$ cat src/rtl/riscv_pkg.sv
// Shared definitions for the fetch front end: FSM encoding, opcode constants,
// the NOP word and the default reset vector.
package riscv_pkg;

    typedef enum logic [1:0] {
        S_FETCH = 2'd0,
        S_VALID = 2'd1,
        S_DRAIN = 2'd2
    } fetch_state_t;

    localparam logic [31:0] NOP_INSTR        = 32'h0000_0013;
    localparam logic [31:0] RESET_PC_DEFAULT = 32'h0000_0000;

    localparam logic [6:0] OPC_LUI    = 7'b0110111;
    localparam logic [6:0] OPC_AUIPC  = 7'b0010111;
    localparam logic [6:0] OPC_JAL    = 7'b1101111;
    localparam logic [6:0] OPC_JALR   = 7'b1100111;
    localparam logic [6:0] OPC_BRANCH = 7'b1100011;
    localparam logic [6:0] OPC_LOAD   = 7'b0000011;
    localparam logic [6:0] OPC_STORE  = 7'b0100011;
    localparam logic [6:0] OPC_OP_IMM = 7'b0010011;
    localparam logic [6:0] OPC_OP     = 7'b0110011;

    function automatic logic [31:0] align_word(input logic [31:0] addr);
        return {addr[31:2], 2'b00};
    endfunction

endpackage

$ cat src/rtl/pc_register.sv
// Program counter: synchronous reset to RESET_PC, load has priority over
// increment, increment wraps modulo 2^32.
module pc_register
    import riscv_pkg::*;
#(
    parameter logic [31:0] RESET_PC = RESET_PC_DEFAULT
) (
    input  logic        clk,
    input  logic        reset,
    input  logic        load,
    input  logic [31:0] load_value,
    input  logic        incr,
    output logic [31:0] pc,
    output logic [31:0] pc_plus4
);

    assign pc_plus4 = pc + 32'd4;

    always_ff @(posedge clk) begin
        if (reset) begin
            pc <= RESET_PC;
        end else if (load) begin
            pc <= load_value;
        end else if (incr) begin
            pc <= pc_plus4;
        end
    end

endmodule

$ cat src/rtl/instr_fetch_unit.sv
// Instruction fetch unit: one outstanding memory request, a single held
// instruction for the decoder, and redirect handling including drain of a
// request whose result must be thrown away.
module instr_fetch_unit
    import riscv_pkg::*;
#(
    parameter logic [31:0] RESET_PC = RESET_PC_DEFAULT
) (
    input  logic        clk,
    input  logic        reset,
    output logic        imem_req,
    output logic [31:0] imem_addr,
    input  logic        imem_ack,
    input  logic [31:0] imem_rdata,
    input  logic        redirect_valid,
    input  logic [31:0] redirect_target,
    input  logic        stall,
    output logic        instr_valid,
    output logic [31:0] instr,
    output logic [6:0]  opcode,
    output logic [31:0] instr_pc,
    output logic [31:0] instr_pc_plus4,
    output logic        misalign_err,
    output logic [31:0] fetch_count
);

    fetch_state_t state, state_next;

    logic [31:0] pc;
    logic [31:0] pc_plus4;
    logic        pc_load;
    logic [31:0] pc_load_value;
    logic        pc_incr;
    logic        latch_instr;
    logic        consume;
    logic        pend_wr;
    logic [31:0] pending_target;
    logic [31:0] target_aligned;

    assign target_aligned = align_word(redirect_target);

    pc_register #(
        .RESET_PC(RESET_PC)
    ) u_pc (
        .clk       (clk),
        .reset     (reset),
        .load      (pc_load),
        .load_value(pc_load_value),
        .incr      (pc_incr),
        .pc        (pc),
        .pc_plus4  (pc_plus4)
    );

    always_ff @(posedge clk) begin
        if (reset) begin
            state <= S_FETCH;
        end else begin
            state <= state_next;
        end
    end

    // Acks only matter in request states, so imem_ack is never looked at in S_VALID.
    always_comb begin
        state_next    = state;
        pc_load       = 1'b0;
        pc_load_value = target_aligned;
        pc_incr       = 1'b0;
        latch_instr   = 1'b0;
        consume       = 1'b0;
        pend_wr       = 1'b0;
        case (state)
            S_FETCH: begin
                if (imem_ack) begin
                    if (redirect_valid) begin
                        pc_load = 1'b1;
                    end else begin
                        latch_instr = 1'b1;
                        state_next  = S_VALID;
                    end
                end else if (redirect_valid) begin
                    pend_wr    = 1'b1;
                    state_next = S_DRAIN;
                end
            end
            S_VALID: begin
                if (redirect_valid) begin
                    pc_load    = 1'b1;
                    state_next = S_FETCH;
                end else if (!stall) begin
                    pc_incr    = 1'b1;
                    consume    = 1'b1;
                    state_next = S_FETCH;
                end
            end
            S_DRAIN: begin
                if (redirect_valid) begin
                    pend_wr = 1'b1;
                end
                if (imem_ack) begin
                    pc_load       = 1'b1;
                    pc_load_value = redirect_valid ? target_aligned : pending_target;
                    state_next    = S_FETCH;
                end
            end
            default: state_next = S_FETCH;
        endcase
    end

    always_ff @(posedge clk) begin
        if (reset) begin
            instr          <= NOP_INSTR;
            instr_pc       <= RESET_PC;
            instr_pc_plus4 <= RESET_PC + 32'd4;
            fetch_count    <= '0;
            misalign_err   <= 1'b0;
            pending_target <= '0;
        end else begin
            misalign_err <= redirect_valid && (redirect_target[1:0] != 2'b00);
            if (latch_instr) begin
                instr          <= imem_rdata;
                instr_pc       <= pc;
                instr_pc_plus4 <= pc_plus4;
            end
            if (consume) begin
                fetch_count <= fetch_count + 32'd1;
            end
            if (pend_wr) begin
                pending_target <= target_aligned;
            end
        end
    end

    assign imem_req    = !reset && (state == S_FETCH || state == S_DRAIN);
    assign imem_addr   = pc;
    assign instr_valid = !reset && (state == S_VALID);
    assign opcode      = instr[6:0];

endmodule

$ cat config.mk
export PLATFORM = sky130hd
export DESIGN_NAME = instr_fetch_unit
export DESIGN_NICKNAME = d
export VERILOG_FILES = /design/src/rtl/riscv_pkg.sv /design/src/rtl/pc_register.sv /design/src/rtl/instr_fetch_unit.sv
export SDC_FILE = /design/constraint.sdc
export NUM_CORES = 1
export LEC_CHECK = 0
export ABC_AREA = 1
export BUFFER_PORTS_ARGS = -buffer_cell sky130_fd_sc_hd__buf_2
export CORE_MARGIN = 4
export CORE_UTILIZATION = 34
export DETAILED_ROUTE_END_ITERATION = 7
export HOLD_SLACK_MARGIN = 0.1
export PLACE_DENSITY_LB_ADDON = 0.05
export SLEW_MARGIN = 20
export SYNTH_ARGS = -nofsm -noshare
export SYNTH_HDL_FRONTEND = slang
export SYNTH_SLANG_ARGS = --single-unit
$ cat constraint.sdc
create_clock -name clk -period 1.3 [get_ports clk]
set_input_delay 0.325 -clock clk [delete_from_list [all_inputs] [get_ports clk]]
set_output_delay 0.325 -clock clk [all_outputs]
set_load 0.01 [all_outputs]
=== After elaboration in Yosys (flattened, before gate mapping) ===
Cells that the tools add are included.

* Reduce and logical (&&, ||, !) cells: 9
* Multiplexer cells: 24
* Add/sub/neg operators: 2
* Equal/unequal tests: 6

{| class="wikitable"
|+ Operator list
! operator !! number
|-
| two-way mux 32 bit || 5
|-
| adder 32 x 1 -> 32 bit (second input constant) || 1
|-
| adder 32 x 3 -> 32 bit (second input constant) || 1
|-
| two-way mux 2 bit || 6
|-
| two-way mux 1 bit || 10
|-
| inequality test 3 bit (second input constant) || 3
|-
| case mux 2 bit (3 select lines) || 1
|-
| AND reduction 4 bit || 1
|-
| nonzero test 2 bit || 2
|-
| logical AND 1 bit || 3
|-
| case mux 1 bit (3 select lines) || 1
|-
| equality test 2 x 1 -> 1 bit (second input constant) || 1
|-
| equality test 2 bit (second input constant) || 1
|-
| logical NOT 2 bit || 1
|-
| inequality test 2 bit (second input constant) || 1
|-
| case mux 1 bit (2 select lines) || 1
|-
| logical NOT 1 bit || 1
|-
| logical OR 1 bit || 1
|}

* Logic and storage cells: 49
* Bits of input ports: 69
* Register bits: 193

=== Depth between registers and ports, before layout ===
* Word-level depth: 5
* Mapped depth: 11
* Depth with buffers taken out: 11

=== Cells and area by module ===
From an unflattened synthesis, not the netlist that was laid out.

* Cells, all modules: 1,256
* Area total of the unflattened synthesis: 8,991.1 µm²

{| class="wikitable"
|+ Modules (own cells, without submodules)
! module !! times used !! cells an instance !! sequential area each (µm²) !! area an instance (µm²)
|-
| instr_fetch_unit || 1 || 927 || 3,223.1 || 6,792.8
|-
| pc_register || 1 || 329 || 640.6 || 2,198.4
|}

=== Worst setup path after synthesis ===
OpenSTA, ideal clock, no wires.

* Path type: register to register
* Start: reg u_pc.pc[3]
* End: reg instr_pc_plus4[30]
* Clock period less this slack: 1,552 ps
* Required time: 1,185 ps
* Data arrival time: 1,436 ps
* Setup slack: -252 ps
* Cell stages (with the launch flop): 11
* Cells stage by stage: dfxtp_1 -> ha_1 -> nand2_1 -> nor2_2 -> nand2_2 -> nor2_2 -> nand2_1 -> nand2_1 -> nand2_1 -> o21ai_0 -> inv_1

* Cells in the longest elaborated chain, start to end: 1

{| class="wikitable"
|+ RTL lines
! what !! line !! text
|-
| start: declaration || pc_register.sv:13 || <nowiki>output logic [31:0] pc,</nowiki>
|-
| start signal: assignment || pc_register.sv:23 || <nowiki>pc <= load_value;</nowiki>
|-
| start signal: assignment || pc_register.sv:25 || <nowiki>pc <= pc_plus4;</nowiki>
|-
| adder 32 x 3 -> 32 bit || pc_register.sv:17 || <nowiki>assign pc_plus4 = pc + 32'd4;</nowiki>
|-
| end signal: assignment || instr_fetch_unit.sv:113 || <nowiki>instr_pc_plus4 <= RESET_PC + 32'd4;</nowiki>
|-
| end signal: assignment || instr_fetch_unit.sv:122 || <nowiki>instr_pc_plus4 <= pc_plus4;</nowiki>
|-
| end: declaration || instr_fetch_unit.sv:22 || <nowiki>output logic [31:0] instr_pc_plus4,</nowiki>
|}

No other way between the ends.
A chain may end at the register's enable or synchronous reset.

=== Worst setup path after layout ===
* Start: reg u_pc.pc[2]
* End: reg instr_pc_plus4[26]

The elaborated chain is that of the path after synthesis.

==> impl_metrics.toml <==
[logic_synthesis]
synth_seq_cells = 187
synth_largest_area_cell = "dfxtp_1"
synthXorXnorAreaFrac_pct = 2.01
synth_cell_types = 37
synth-simple-area-share_pct = 28.5
synthAdderAreaFrac_pct = 0.287
netlist_instances = 1291
synth-compound-area-share_pct = 16.4
synthMuxAreaShare_pct = 0
avgSynthCellArea_um2 = 6.75
async_flop_share_pct = 0
synth_seq_area_share_pct = 42.9
ys.flop_type = "dfxtp_1"
synth_top_area_share_pct = 42.9
synth_area_leaders = "dfxtp_1 43%, nor2_1 12%, nand2_1 10%"
synth_edf_count = 0
synth_area_um2 = 8720
yosysWarningCount = 0
synth_top_family_by_area = "simple AND/OR/NAND/NOR gates"

[setup_path]
cp_slowest_cell = "dfxtp_4"
crit_path_max_fanout = 5
critical_path.top_delay_family = "simple AND/OR/NAND/NOR gates"
critPathCaptureType = "flip-flop"
worstSetupStartpointType = "flip-flop"
cp.arrival_ns = 2.00
path_buf_inv = 2
critPathKind = "flip-flop to flip-flop"
critPathMostFrequentCell = "nand2_2"
required_ns = 1.69
crit_chain = "ha_4 > nand2_4 > nor2_4 > nand2_4 > nor2_4 > buf_6 > nand2_2 > nand2_2 > nand2_2 > a21o_1 > inv_1"
critPathMaxStageDelay_ns = 0.39

[floorplan]
die_height_um = 168
start_util_pct = 34.6
dieArea_um2 = 28300
core_area_um2 = 25200
die-width_um = 168
rows = 58
io_pins = 239

[cts]
cts_tree = "yes"
path_clk_slew_ns = 0.09
clock_latency_ns = 0.46
cts.root.buffer_cell = "clkbuf_16"
numCtsBuffers = 17
htreeDepth = 4
cts.path.max_buffers = 2
cts.sinks = 187

[timing]
whs_ns = 0.0986
hold_viol = 0
rsz0062_at_grt = "true"
skew_ns = 0.0245
fin_crit_sh_pct = 124
max-slew-margin-rel_pct = 65.6
setup_tns_ns = -35.26
setup_slack_ns = -0.310
drv_slew = 0
max_freq_mhz = 621
setup_violations = 236
worstMarginPinSlew_ns = 0.517
layout_min_cycle_time_ns = 1.61

[drt]
drtAntennaViolNets = 0
wl_per_cell_um = 18.5
drt-initial-drc-count = 601
first_pass_iters = 8
vias = 10500
wirelength_mm = 39.4
drc_errors = 0
routed_via_density = 4.91

[grt]
antenna_found_initial = 0
grt_pass1_wl_mm = 58.3
grtUsageTotal_pct = 26.2
grt_pass1_vias = 10200
grt_max_degree = 55
overflow = 0

[cells_and_area]
area.sequential_um2 = 3960
fillers = 2036
drive_gt1_share_pct = 62.2
final_common_cell = "buf_2"
final_cell_mix = "170 x buf_2, 152 x nand2_1, 151 x buf_6"
syn2layout_area_growth_pct = 95.9
multi_input_area_um2 = 6270
diodes = 0
post-route-util_pct = 67.8
fin_nets = 1861

[place]
place_congestion = 0.921
numPortBuffers = 232
hpwl_mm = 22.3

[outcome]
outcome = "finished with violations"
violations = "setup timing"

[power_and_ir_drop]
power_per_cell_area_nw_per_um2 = 902
ir_drop_uv = 685
leakage_nw = 7.61

[run]
drv_cap = 0

[min_path]
hold_path_class = "input port to flip-flop"
flip-flops by register name (all words and copies together), names as in the netlist:
name,flops
fetch_count,32
instr,32
instr_pc,30
instr_pc_plus4,30
pending_target,30
u_pc.pc,30
state,2
misalign_err,1
synth_stat cells (15+ instances only):
library cell,count
nand3_1,48
dfxtp_1,187
o21ai_0,139
a21oi_1,99
clkbuf_1,31
nor2_1,269
nand2_1,239
xor2_1,16
buf_2,20
buf_4,15
inv_1,132
o21ai_1,16
power breakdown:
group          internal, mW  switching [mW]  total, mW
logic                  1.76            1.87       3.62
clock network          2.65            2.76       5.41
registers              6.06           0.315       6.37
total                  10.5            4.94       15.4
cells by family (layout without fill, tap and decap cells):
group / Yosys count / after routing
AO/OA/AOI/OAI: 273 / 273
other: 1 / 6
XOR/XNOR: 20 / 20
flip-flops: 187 / 187
AND/OR/NAND/NOR: 600 / 600
adder cells (fa/ha/maj): 2 / 2
buffers and inverters: 208 / 715
final timing paths:
check | from | end | slack (ns) | cells past startpoint
worst min-delay path | imem_rdata[20] | instr[20] | 0.1 | 3
worst min register to register | pending_target[4] | pending_target[4] | 0.48 | 2
worst max-delay path | u_pc.pc[2] | instr_pc_plus4[26] | -0.31 | 11
worst max register to register | u_pc.pc[2] | instr_pc_plus4[26] | -0.31 | 11
area by class of cell:
type / instances / share of cell area, %
timing repair buffer: 544 / 30.7
clock buffer: 18 / 2.57
multi-input combinational: 901 / 36.7
timing repair inverter: 1 / 0.0952
clock inverter: 14 / 0.974
tap: 330 / 2.42
inverter: 138 / 3.31
sequential: 187 / 23.2
routing by layer:
layer	global-route usage (%)	part of all wire [%]
met1	35.1	44
met4	7.76	2.0
met3	4.98	5.5
met5	0	0
met2	43.0	49
worst register-to-register path, delay by kind of cell (launching register included):
family          cells  cell delay, ns
compound gates      1            0.16
fa+ha+maj           1            0.16
simple gates        7            0.68
buf+inv             2            0.17
flops               1            0.39
timing repair:
action,in CTS,in global routing
hold buffers,15,0
pin swaps,124,164
resized for setup,635,410
setup endpoints to repair,245,291
endpoints found under the hold margin,15,0
setup buffers,88,44
gates cloned,40,8
per-stage QoR:
step | worst slack [ns] | total power, mW | instance area [um2] | cells
finish | -0.310 | 15.4 | 17100 | 2133
global route | -0.404 | 15.9 | 17100 | 2133
CTS | -0.335 | 15.1 | 15800 | 2114
detailed placement | -0.281 | 8.37 | 11400 | 1945
global placement | -0.334 | 8.36 | 11400 | 1945
floorplan | -0.0762 | 7.42 | 8890 | 1296
No activity file was read; power rests on OpenSTA's default activity.
